## src/rtl/rx_block_assembler_if.sv

```systemverilog
// rx_block_assembler_if
//   Byte-in / block-out bundle for the receive-side block assembler.
//   slave  : seen by the assembler (bytes and ready in, block and status out)
//   master : seen by the producer/consumer side
//   rx_data/rx_valid  byte strobe from the UART receiver
//   block_ready       downstream accepts the held block
//   block_out/valid   assembled block, first byte in the top DATA_W bits
//   byte_count/busy   fill level, busy = fill level non-zero
//   timeout_err       one-cycle pulse, partial packet discarded
//   overrun_err       one-cycle pulse, byte dropped while block held
interface rx_block_assembler_if #(
    parameter int DATA_W    = 8,
    parameter int NUM_BYTES = 16,
    parameter int CNT_W     = 5
);
    logic [DATA_W-1:0]           rx_data;
    logic                        rx_valid;
    logic                        block_ready;
    logic [DATA_W*NUM_BYTES-1:0] block_out;
    logic                        block_valid;
    logic [CNT_W-1:0]            byte_count;
    logic                        busy;
    logic                        timeout_err;
    logic                        overrun_err;

    modport slave (
        input  rx_data, rx_valid, block_ready,
        output block_out, block_valid, byte_count, busy, timeout_err, overrun_err
    );

    modport master (
        output rx_data, rx_valid, block_ready,
        input  block_out, block_valid, byte_count, busy, timeout_err, overrun_err
    );
endinterface

```

## src/rtl/rx_block_assembler.sv

```systemverilog
// rx_block_assembler
//   Receive-side SIPO stage: shifts NUM_BYTES received bytes into one block,
//   holds the completed block until the downstream stage takes it, and
//   discards a partial packet after TIMEOUT_CYC idle cycles.
//   clk   : system clock, rising edge
//   reset : synchronous, active-high
//   bus   : rx_block_assembler_if.slave (byte input, block output, status)
module rx_block_assembler #(
    parameter int DATA_W      = 8,
    parameter int NUM_BYTES   = 16,
    parameter int TIMEOUT_CYC = 50000,
    parameter int CNT_W       = 5
) (
    input logic                  clk,
    input logic                  reset,
    rx_block_assembler_if.slave  bus
);
    localparam int BLK_W = DATA_W * NUM_BYTES;
    localparam int TO_W  = $clog2(TIMEOUT_CYC + 1);

    typedef enum logic [1:0] {
        IDLE    = 2'd0,
        COLLECT = 2'd1,
        FULL    = 2'd2
    } state_t;

    state_t             r_state, w_state_nxt;
    logic [BLK_W-1:0]   r_shift, w_shift_nxt;
    logic [CNT_W-1:0]   r_count, w_count_nxt;
    logic [TO_W-1:0]    r_tcnt,  w_tcnt_nxt;
    logic               r_timeout_err, w_timeout_nxt;
    logic               r_overrun_err, w_overrun_nxt;
    logic [BLK_W-1:0]   w_shifted;

    assign w_shifted = {r_shift[BLK_W-DATA_W-1:0], bus.rx_data};

    always_ff @(posedge clk) begin
        if (reset) begin
            r_state       <= IDLE;
            r_shift       <= '0;
            r_count       <= '0;
            r_tcnt        <= '0;
            r_timeout_err <= 1'b0;
            r_overrun_err <= 1'b0;
        end else begin
            r_state       <= w_state_nxt;
            r_shift       <= w_shift_nxt;
            r_count       <= w_count_nxt;
            r_tcnt        <= w_tcnt_nxt;
            r_timeout_err <= w_timeout_nxt;
            r_overrun_err <= w_overrun_nxt;
        end
    end

    always_comb begin
        w_state_nxt   = r_state;
        w_shift_nxt   = r_shift;
        w_count_nxt   = r_count;
        w_tcnt_nxt    = '0;
        w_timeout_nxt = 1'b0;
        w_overrun_nxt = 1'b0;
        unique case (r_state)
            IDLE, COLLECT: begin
                if (bus.rx_valid) begin
                    w_shift_nxt = w_shifted;
                    w_count_nxt = r_count + 1'b1;
                    w_state_nxt = (r_count == CNT_W'(NUM_BYTES - 1)) ? FULL : COLLECT;
                end else if (r_state == COLLECT) begin
                    if (r_tcnt == TO_W'(TIMEOUT_CYC - 1)) begin
                        w_shift_nxt   = '0;
                        w_count_nxt   = '0;
                        w_state_nxt   = IDLE;
                        w_timeout_nxt = 1'b1;
                    end else begin
                        w_tcnt_nxt = r_tcnt + 1'b1;
                    end
                end
            end
            FULL: begin
                if (bus.block_ready) begin
                    // Handoff frees the register this cycle, so a coincident
                    // byte becomes byte 1 of the next block instead of an overrun.
                    if (bus.rx_valid) begin
                        w_shift_nxt = w_shifted;
                        w_count_nxt = CNT_W'(1);
                        w_state_nxt = (NUM_BYTES == 1) ? FULL : COLLECT;
                    end else begin
                        w_count_nxt = '0;
                        w_state_nxt = IDLE;
                    end
                end else if (bus.rx_valid) begin
                    w_overrun_nxt = 1'b1;
                end
            end
            default: begin
                w_state_nxt = IDLE;
                w_count_nxt = '0;
            end
        endcase
    end

    assign bus.block_out   = r_shift;
    assign bus.block_valid = (r_state == FULL);
    assign bus.byte_count  = r_count;
    assign bus.busy        = (r_count != '0);
    assign bus.timeout_err = r_timeout_err;
    assign bus.overrun_err = r_overrun_err;
endmodule

```

## src/flat_wrapper.sv

```systemverilog
// flat-port wrapper written by rule: the top's interface ports become plain ports
module rx_block_assembler_flat 
#(
    parameter int DATA_W      = 8,
    parameter int NUM_BYTES   = 16,
    parameter int TIMEOUT_CYC = 50000,
    parameter int CNT_W       = 5
)
  (clk, reset, bus_rx_data, bus_rx_valid, bus_block_ready, bus_block_out, bus_block_valid, bus_byte_count, bus_busy, bus_timeout_err, bus_overrun_err);
  rx_block_assembler_if #(.DATA_W(DATA_W), .NUM_BYTES(NUM_BYTES), .CNT_W(CNT_W)) bus_i ();
  input logic clk;
  input logic reset;
  input wire logic [$bits(bus_i.rx_data)-1:0] bus_rx_data;
  input wire logic [$bits(bus_i.rx_valid)-1:0] bus_rx_valid;
  input wire logic [$bits(bus_i.block_ready)-1:0] bus_block_ready;
  output wire logic [$bits(bus_i.block_out)-1:0] bus_block_out;
  output wire logic [$bits(bus_i.block_valid)-1:0] bus_block_valid;
  output wire logic [$bits(bus_i.byte_count)-1:0] bus_byte_count;
  output wire logic [$bits(bus_i.busy)-1:0] bus_busy;
  output wire logic [$bits(bus_i.timeout_err)-1:0] bus_timeout_err;
  output wire logic [$bits(bus_i.overrun_err)-1:0] bus_overrun_err;
  assign bus_i.rx_data = bus_rx_data;
  assign bus_i.rx_valid = bus_rx_valid;
  assign bus_i.block_ready = bus_block_ready;
  assign bus_block_out = bus_i.block_out;
  assign bus_block_valid = bus_i.block_valid;
  assign bus_byte_count = bus_i.byte_count;
  assign bus_busy = bus_i.busy;
  assign bus_timeout_err = bus_i.timeout_err;
  assign bus_overrun_err = bus_i.overrun_err;
  rx_block_assembler #(.DATA_W(DATA_W), .NUM_BYTES(NUM_BYTES), .TIMEOUT_CYC(TIMEOUT_CYC), .CNT_W(CNT_W)) u_core (.clk(clk), .reset(reset), .bus(bus_i));
endmodule
```

## config.mk

```make
export PLATFORM = sky130hd
export DESIGN_NAME = rx_block_assembler_flat
export DESIGN_NICKNAME = d
export VERILOG_FILES = /design/src/rtl/rx_block_assembler_if.sv /design/src/rtl/rx_block_assembler.sv /design/src/flat_wrapper.sv
export SDC_FILE = /design/constraint.sdc
export NUM_CORES = 1
export LEC_CHECK = 0
export CAP_MARGIN = 0
export CELL_PAD_IN_SITES_DETAIL_PLACEMENT = 1
export CELL_PAD_IN_SITES_GLOBAL_PLACEMENT = 2
export CORE_ASPECT_RATIO = 1.25
export CORE_UTILIZATION = 31
export CTS_BUF_LIST = sky130_fd_sc_hd__clkbuf_8
export CTS_CLUSTER_SIZE = 28
export DETAILED_ROUTE_END_ITERATION = 6
export PLACE_DENSITY = 0.95
export SYNTH_ARGS = -nofsm -noshare
export SYNTH_HDL_FRONTEND = slang
export SYNTH_SLANG_ARGS = --single-unit
```

## constraint.sdc

```tcl
create_clock -name clk -period 4.53 [get_ports clk]
set_clock_uncertainty 0.05 [all_clocks]
set_input_delay 1.1325 -clock clk [delete_from_list [all_inputs] [get_ports clk]]
set_output_delay 1.1325 -clock clk [all_outputs]
set_load 0.01 [all_outputs]
```

# --- Word level (Yosys, flattened, before mapping) ---
# Cells that the tools add are included.
word_totals:
  elab_cells: 49
  latch_bits: 0
  inputBits: 12
  n_memories: 0
  rom_bits: 0
  ramBits: 0
  ff_bits: 153
  output_inout_bits: 137
classes:
  reduce_logical: 9
  eq_ne: 8
  n_bitwise: 3
  order_cmp: 0
  div: 0
  multipliers: 0
  add_sub_neg: 2
  shift: 0
  n_mux: 21
ops:
  columns: ["op", "n"]
  rows:
  - ["$mux 128", 5]
  - ["$pmux 128 s2", 1]
  - ["$mux 5", 4]
  - ["$add 16x1->16 const B", 1]
  - ["$eq 16x16->1 const B", 1]
  - ["$mux 2", 5]
  - ["$pmux 5 s2", 1]
  - ["$ne 3x2->1 const B", 2]
  - ["$add 5x1->5 const B", 1]
  - ["$eq 5x4->1 const B", 1]
  - ["$reduce_and 5->1", 1]
  - ["$reduce_bool 5->1", 1]
  - ["$reduce_or 5->1", 1]
  - ["$mux 1", 4]
  - ["$ne 2x2->1 const B", 2]
  - ["$pmux 2 s2", 1]
  - ["$reduce_or 4->1", 1]
  - ["$not 1->1", 3]
  - ["$reduce_and 3->1", 1]
  - ["$reduce_or 3->1", 1]
  - ["$eq 2x1->1 const B", 1]
  - ["$eq 2x2->1 const B", 1]
  - ["$logic_not 2->1", 1]
  - ["$reduce_bool 2->1", 1]
  - ["$reduce_or 2->1", 1]

# --- Longest topological paths before layout ---
# Gate-level depths: netlist of run 1.
logic_depth:
  ltp_word: 5
  ltp_mapped: 7
  ltp_nobuf: 6

# --- Least setup slack after synthesis of run 1 ---
# OpenSTA, ideal clock, no wires.
synth_timing:
  kind: "reg-to-output"
  startpoint: "reg u_core.r_count[0] (netlist: u_core.bus.byte_count[0])"
  endpoint: "out bus_busy"
  path_slack_ps: 2147
  t_required_ps: 3348
  path_stages_with_launch: 4
  arrival_time_ps: 1201
  path_buffers: 0
  cell_sequence: "dfxtp_1 -> inv_1 -> ha_1 -> or4b_2"
synth_between:
  elab_chain_len: 1
synth_lines:
  columns: ["item", "line_no", "rtl"]
  rows:
  - ["from (decl)", "rx_block_assembler.sv:29", "logic [CNT_W-1:0] r_count, w_count_nxt;"]
  - ["from (signal assigned)", "rx_block_assembler.sv:48", "r_count <= w_count_nxt;"]
  - ["$reduce_bool 5->1", "rx_block_assembler.sv:105", "assign bus.busy = (r_count != '0);"]
  - ["to (decl)", "flat_wrapper.sv:19", "output wire logic [$bits(bus_i.busy)-1:0] bus_busy;"]
# Every way passes these cells.

# --- Worst setup path in the final report of run 1 ---
# Same ends and word-level chain as after synthesis.

==> flow_metrics.env, run 1 <==
export IMPL_gp_congestion=0.7363
export IMPL_antenna_cells=0
export IMPL_post_route_util_pct=43.11
export IMPL_synth_common_cells="dfxtp_1 (153), a21oi_1 (135), nand2_1 (133)"
export IMPL_synth_area_top_cells="dfxtp_1 (53%), a21oi_1 (12%), o21ai_1 (10%), nand2_1 (8.6%), clkbuf_1 (2.3%)"
export IMPL_period_minus_slack_ns=3.385
export IMPL_ys_ff_latch=153
export IMPL_cp_cell_sequence="inv_1 -> ha_1 -> or4b_2 -> clkdlybuf4s50_1"
export IMPL_fmax_mhz=295.5
export IMPL_drt_iter0_markers=447
export IMPL_fin_setup_tns_ns=0
export IMPL_synthXorXnorAreaFrac_pct=1.954
export IMPL_critical_path_top_delay_family="buffers and inverters"
export IMPL_slew_headroom_pct=40.45
export IMPL_initial_utilization_pct=31.96
export IMPL_maxCapViolations=0
export IMPL_critPathLaunchType="flop"
export IMPL_grt_max_degree=129
export IMPL_worstMarginPinSlew_ns=0.8933
export IMPL_dp_hpwl_um=10680
export IMPL_route_detailed_drc=0
export IMPL_synth_avg_cell_area_um2=8.243
export IMPL_syn2layout_area_growth_pct=34.91
export IMPL_core_um2=18240
export IMPL_grt_pass1_vias=5195
export IMPL_cts_clk_slew_worst_paths_ns=0.08
export IMPL_synthMuxAreaShare_pct=0.3864
export IMPL_synth_top_family_by_area="compound AO/OA/AOI/OAI gates"
export IMPL_ant_nets=0
export IMPL_synthFlopType="dfxtp_1"
export IMPL_worstPathBufferInverterCount=2
export IMPL_crit_type="reg2out"
export IMPL_synth_cells=707
export IMPL_synth_cell_types=41
export IMPL_ff2ff_path_depth=4
export IMPL_p_per_area_nw_per_um2=340.7
export IMPL_path_depth=4
export IMPL_cp_arrival_ns=2.20
export IMPL_grt_first_pass_wirelength_um=28080
export IMPL_regArea_um2=3063
export IMPL_via_per_inst=5.088
export IMPL_synth_enable_flop_cells=0
export IMPL_die_w_um=124.6
export IMPL_vias=5398
export IMPL_ctsLongestPathBuffers=2
export IMPL_first_pass_iters=4
export IMPL_hold_class="reg2reg"
export IMPL_synthAdderAreaFrac_pct=0.8587
export IMPL_synth_top_cell_area_share_pct=52.55
export IMPL_clkLatencyLatePin_ns=0.45
export IMPL_cts_sinks=153
export IMPL_cts_hold_buf=0
export IMPL_io_pins=149
export IMPL_cp_required_ns=3.35
export IMPL_status="completed"
export IMPL_cts_buffers_inserted=17
export IMPL_grt_usage_pct=18.03
export IMPL_routed_wirelength_um=17110
export IMPL_grt_overflow_total=0
export IMPL_synth_compound_area_share_pct=24.47
export IMPL_dieHeight_um=155.3
export IMPL_fp_row_count=55
export IMPL_synth_nets=723
export IMPL_setup_viol=0
export IMPL_hold_viol=0
export IMPL_netlist_area_um2=5828
export IMPL_min_period_over_period_pct=74.72
export IMPL_dieArea_um2=19360
export IMPL_cts_setup_buffers=0
export IMPL_ir_drop_mv=0.1874
export IMPL_yosysMostFrequentCell="dfxtp_1"
export IMPL_fillers=2145
export IMPL_portBuffers=148
export IMPL_nets=836
export IMPL_cts_resized=0
export IMPL_yosys_area_top_type="dfxtp_1"
export IMPL_cp_slowest_cell="or4b_2"
export IMPL_p_leak_nw=2.480
export IMPL_seq_area_frac_synth_pct=52.55
export IMPL_drv_slew=0
export IMPL_cts_root_buf="clkbuf_8"
export IMPL_cts_htree_levels=4
export IMPL_async_flop_share_pct=0
export IMPL_rsz0062_at_grt="no"
export IMPL_synth_simple_gate_area_share_pct=14.53
export IMPL_wl_per_cell_um=16.12
export IMPL_layout_drive_gt1_share_pct=5.762
export IMPL_path_max_fanout=7
export IMPL_crit_path_max_incr_delay_ns=0.59
export IMPL_cts_tree="yes"
export IMPL_multi_input_comb_area_um2=2509
export IMPL_antenna_found_initial=0
export IMPL_critPathCaptureType="primary output"
export IMPL_min_path_cells=2
export IMPL_yosysWarnings=0
logic make-up (layout without fill, tap and decap cells):
group | after synthesis | count (layout)
AND/OR/NAND/NOR | 192 | 192
adder cells (fa/ha/maj) | 4 | 4
buffers and inverters | 65 | 191
flip-flops | 153 | 153
XOR/XNOR | 13 | 13
AO/OA/AOI/OAI | 278 | 278
multiplexers | 2 | 2
per-stage QoR:
stage / hold slack [ns] / power [mW] / instances / setup WS, ns / instance area [um2]
6_report: 0.4143 / 2.679 / 1061 / 1.145 / 7863
5_1_grt: 0.4385 / 2.794 / 1061 / 1.031 / 7863
4_1_cts: 0.4200 / 2.721 / 1061 / 1.102 / 7863
3_5_place_dp: 0.4095 / 1.573 / 1029 / 1.324 / 7425
3_3_place_gp: 0.3929 / 1.573 / 1029 / 1.351 / 7425
2_1_floorplan: 0.3760 / 1.504 / 707 / 2.147 / 5828
flip-flops by register name, summed over array words and instances, names as in the netlist:
| register | cells |
|---|---|
| u_core.bus.block_out | 128 |
| u_core.bus.overrun_err | 1 |
| u_core.r_state | 2 |
| u_core.bus.timeout_err | 1 |
| u_core.r_tcnt | 16 |
| u_core.bus.byte_count | 5 |
path summary, 6_finish.rpt:
path	start	end	slack, ns
max	u_core.bus.byte_count[0]	bus_busy	1.15
min	u_core.bus.block_out[85]	u_core.bus.block_out[93]	0.41
max reg2reg	u_core.r_tcnt[10]	u_core.r_state[0]	2.27
min reg2reg	u_core.bus.block_out[85]	u_core.bus.block_out[93]	0.41
routing by layer:
layer  wire length [um]  GRT usage (%)  part of all wire (%)
met3                602          3.748                   3.5
met5                  0              0                     0
met2               7935          28.91                    46
met4                304          7.229                   1.8
met1               8263          23.59                    48
cells in the final DEF (no fill, tap or decap), drive strengths merged, types with 3 or more instances in the layout:
cell type / synthesis / routed
buf: 24 / 7
ha: 4 / 4
xor2: 5 / 5
clkbuf: 36 / 19
o21ai: 131 / 131
nand2b: 4 / 4
a21oi: 136 / 136
nand2: 133 / 133
xnor2: 8 / 8
a22oi: 4 / 4
nand4: 6 / 6
clkinvlp: 0 / 3
inv: 5 / 10
clkdlybuf4s50: 0 / 147
nor3: 3 / 3
nand3: 9 / 9
nor2: 19 / 19
bufinv: 0 / 4
and3: 3 / 3
dfxtp: 153 / 153
worst register-to-register path: cells and delay by family (launching register included):
kind               cells  cell delay (ns)
AOI/OAI and AO/OA      1             0.19
DFF                    1             0.38
and+or+nand+nor        3             1.48
power breakdown:
group | switching, mW | leakage, nW | internal [mW]
clock network | 0.513 | 0.223 | 0.626
registers | 0.0139 | 1.24 | 1.36
logic | 0.116 | 1.02 | 0.0534
area by class of cell:
type,count,share of cell area [%]
timing repair buffer,154,19.70
tap,228,3.628
multi-input combinational,489,31.91
inverter,5,0.2387
clock buffer,19,3.326
sequential,153,38.96
clock inverter,13,2.244
Power figures use the tool's default switching activity.
==> run 2, diff against run 1 <==
- CORE_UTILIZATION: 31 -> 29
- PLACE_DENSITY: 0.95 -> 0.91
- clock period: 4.53 -> 3.52 ns (I/O delays scaled with it)
==> run 2 against run 1 <==
Sequential share of layout area decreased by 0.78 points. Global-route usage shrank 0.73 points. Sequential cell count is the same. Sequential power grew 28%. Routed wire length increased by 2.0%. Non-clock buffer count increased by 4. Setup slack got worse by 0.75 ns. Final area rose by 2.0%. Combinational power up 36%. Critical path depth stayed put. Clock-buffer cell count is 1 higher. Die area is 6.8% higher.
==> flow_metrics.env, run 2 (same netlist as run 1, synthesis figures left out) <==
export IMPL_min_period_over_period_pct=88.78
export IMPL_cts_root_buf="clkbuf_8"
export IMPL_p_leak_nw=2.531
export IMPL_initial_utilization_pct=29.82
export IMPL_path_max_fanout=7
export IMPL_clkLatencyLatePin_ns=0.45
export IMPL_critPathCaptureType="primary output"
export IMPL_cts_hold_buf=0
export IMPL_fp_row_count=57
export IMPL_syn2layout_area_growth_pct=37.66
export IMPL_hold_viol=0
export IMPL_cts_clk_slew_worst_paths_ns=0.09
export IMPL_timing_rr_start="u_core.r_tcnt[5]"
export IMPL_first_pass_iters=4
export IMPL_worstMarginPinSlew_ns=0.7048
export IMPL_cts_tree="yes"
export IMPL_cp_arrival_ns=2.19
export IMPL_layout_drive_gt1_share_pct=6.452
export IMPL_finalNonFillerCells=1102
export IMPL_cts_htree_levels=4
export IMPL_crit_path_max_incr_delay_ns=0.58
export IMPL_finalPower_mw=3.570
export IMPL_antenna_cells=0
export IMPL_p_per_area_nw_per_um2=445.0
export IMPL_dp_cells=1070
export IMPL_cp_cell_sequence="inv_1 -> ha_1 -> or4b_2 -> clkdlybuf4s50_1"
export IMPL_worstHoldEndpoint="u_core.bus.block_out[21]"
export IMPL_hp_start="u_core.bus.block_out[13]"
export IMPL_io_pins=149
export IMPL_regArea_um2=3063
export IMPL_core_um2=19540
export IMPL_cts_resized=0
export IMPL_holdWs_ns=0.4071
export IMPL_period_minus_slack_ns=3.125
export IMPL_grt_overflow_total=0
export IMPL_wl_per_cell_um=15.84
export IMPL_placed_area_um2=7551
export IMPL_antenna_found_initial=0
export IMPL_rr_endpoint="u_core.r_state[0]"
export IMPL_largest_reg_flops=128
export IMPL_min_path_cells=2
export IMPL_reg2reg_slack_ns=1.36
export IMPL_maxCapViolations=0
export IMPL_post_route_util_pct=41.06
export IMPL_dp_hpwl_um=11130
export IMPL_hold_class="reg2reg"
export IMPL_cp_required_ns=2.59
export IMPL_grt_pass1_vias=5348
export IMPL_nets=840
export IMPL_gp_congestion=0.7673
export IMPL_die_w_um=128.8
export IMPL_grt_usage_pct=17.29
export IMPL_vias=5376
export IMPL_ctsLongestPathBuffers=2
export IMPL_cts_buffers_inserted=17
export IMPL_multi_input_comb_area_um2=2509
export IMPL_cp_startpoint="u_core.bus.byte_count[0]"
export IMPL_critPathLaunchType="flop"
export IMPL_crit_type="reg2out"
export IMPL_fillers=2348
export IMPL_dieArea_um2=20670
export IMPL_rsz0062_at_grt="no"
export IMPL_final_cell_mix="dfxtp_1 (153), clkdlybuf4s50_1 (147), a21oi_1 (135)"
export IMPL_cp_slowest_cell="or4b_2"
export IMPL_drt_iter0_markers=324
export IMPL_routed_wirelength_um=17450
export IMPL_worstPathBufferInverterCount=2
export IMPL_critical_path_top_delay_family="buffers and inverters"
export IMPL_dieHeight_um=160.5
export IMPL_ir_drop_mv=0.2536
export IMPL_fin_ws_ns=0.3951
export IMPL_grt_first_pass_wirelength_um=28180
export IMPL_cts_setup_buffers=0
export IMPL_via_per_inst=4.878
export IMPL_drv_slew=0
export IMPL_setup_viol=0
export IMPL_portBuffers=148
export IMPL_route_detailed_drc=0
export IMPL_slew_headroom_pct=53.02
export IMPL_final_area_um2=8023
export IMPL_fin_setup_tns_ns=0
export IMPL_place_ws_ns=0.5819
export IMPL_layout_commonest_cell="dfxtp_1"
export IMPL_status="completed"
export IMPL_grt_max_degree=136
export IMPL_ff2ff_path_depth=4
export IMPL_fmax_mhz=320.0
export IMPL_ant_nets=0
export IMPL_cts_sinks=153
## run 2: cell types whose count changed in the layout (fill, tap and decap cells not counted)
| cell | previous run | this run |
|---|---|---|
| buf_12 | 2 | 6 |
| clkbuf_8 | 19 | 20 |
| clkinvlp_4 | 3 | 2 |
| clkinv_4 | 0 | 2 |
| bufinv_16 | 4 | 5 |
| inv_6 | 2 | 0 |
| inv_1 | 8 | 6 |
| clkinv_2 | 1 | 2 |
## run 2: worst max path at each step
stage                                   end  slack [ns]  cells after the start
finish                             bus_busy        0.40                      4
global route                       bus_busy        0.27                      4
CTS                                bus_busy        0.35                      4
detailed placement  u_core.bus.block_out[7]        0.58                      5
global placement    u_core.bus.block_out[3]        0.59                      5
floorplan                          bus_busy        1.39                      3
## run 2: layout make-up
class                           count  share of cell area (%)
Timing Repair Buffer              158                   20.31
Clock inverter                     12                   2.449
Tap cell                          265                   4.133
Inverter                            5                  0.2339
Sequential cell                   153                   38.18
Multi-Input combinational cell    489                   31.27
Clock buffer                       20                   3.431
## run 2: report_power, final
group | internal [mW] | leakage (nW) | switching (mW)
registers | 1.75 | 1.24 | 0.0169
clock network | 0.898 | 0.236 | 0.680
logic | 0.0789 | 1.06 | 0.150
## run 2: metal layers
| layer | wire [um] | part of all wire (%) | vias up | global-route usage [%] |
|---|---|---|---|---|
| met4 | 256 | 1.5 | 0 | 6.417 |
| met2 | 8517 | 49 | 113 | 29.24 |
| met1 | 7871 | 45 | 2575 | 21.40 |
| met5 | 0 | 0 | - | 0 |
| li1 | - | - | 2673 | - |
| met3 | 806 | 4.6 | 15 | 3.664 |
## run 2: worst reg2reg max path, cell delays in order, from the launching register on
cell and delay (ns):
dfxtp_1 0.36, nor4b_2 0.46, nand4_1 0.37, nand2b_1 0.59, o21ai_0 0.18
==> run 3, diff against run 2 <==
- SLEW_MARGIN: default -> 15
==> results of run 3 <==
Same layout as run 2: the final DEF is identical, and so are final timing and power.
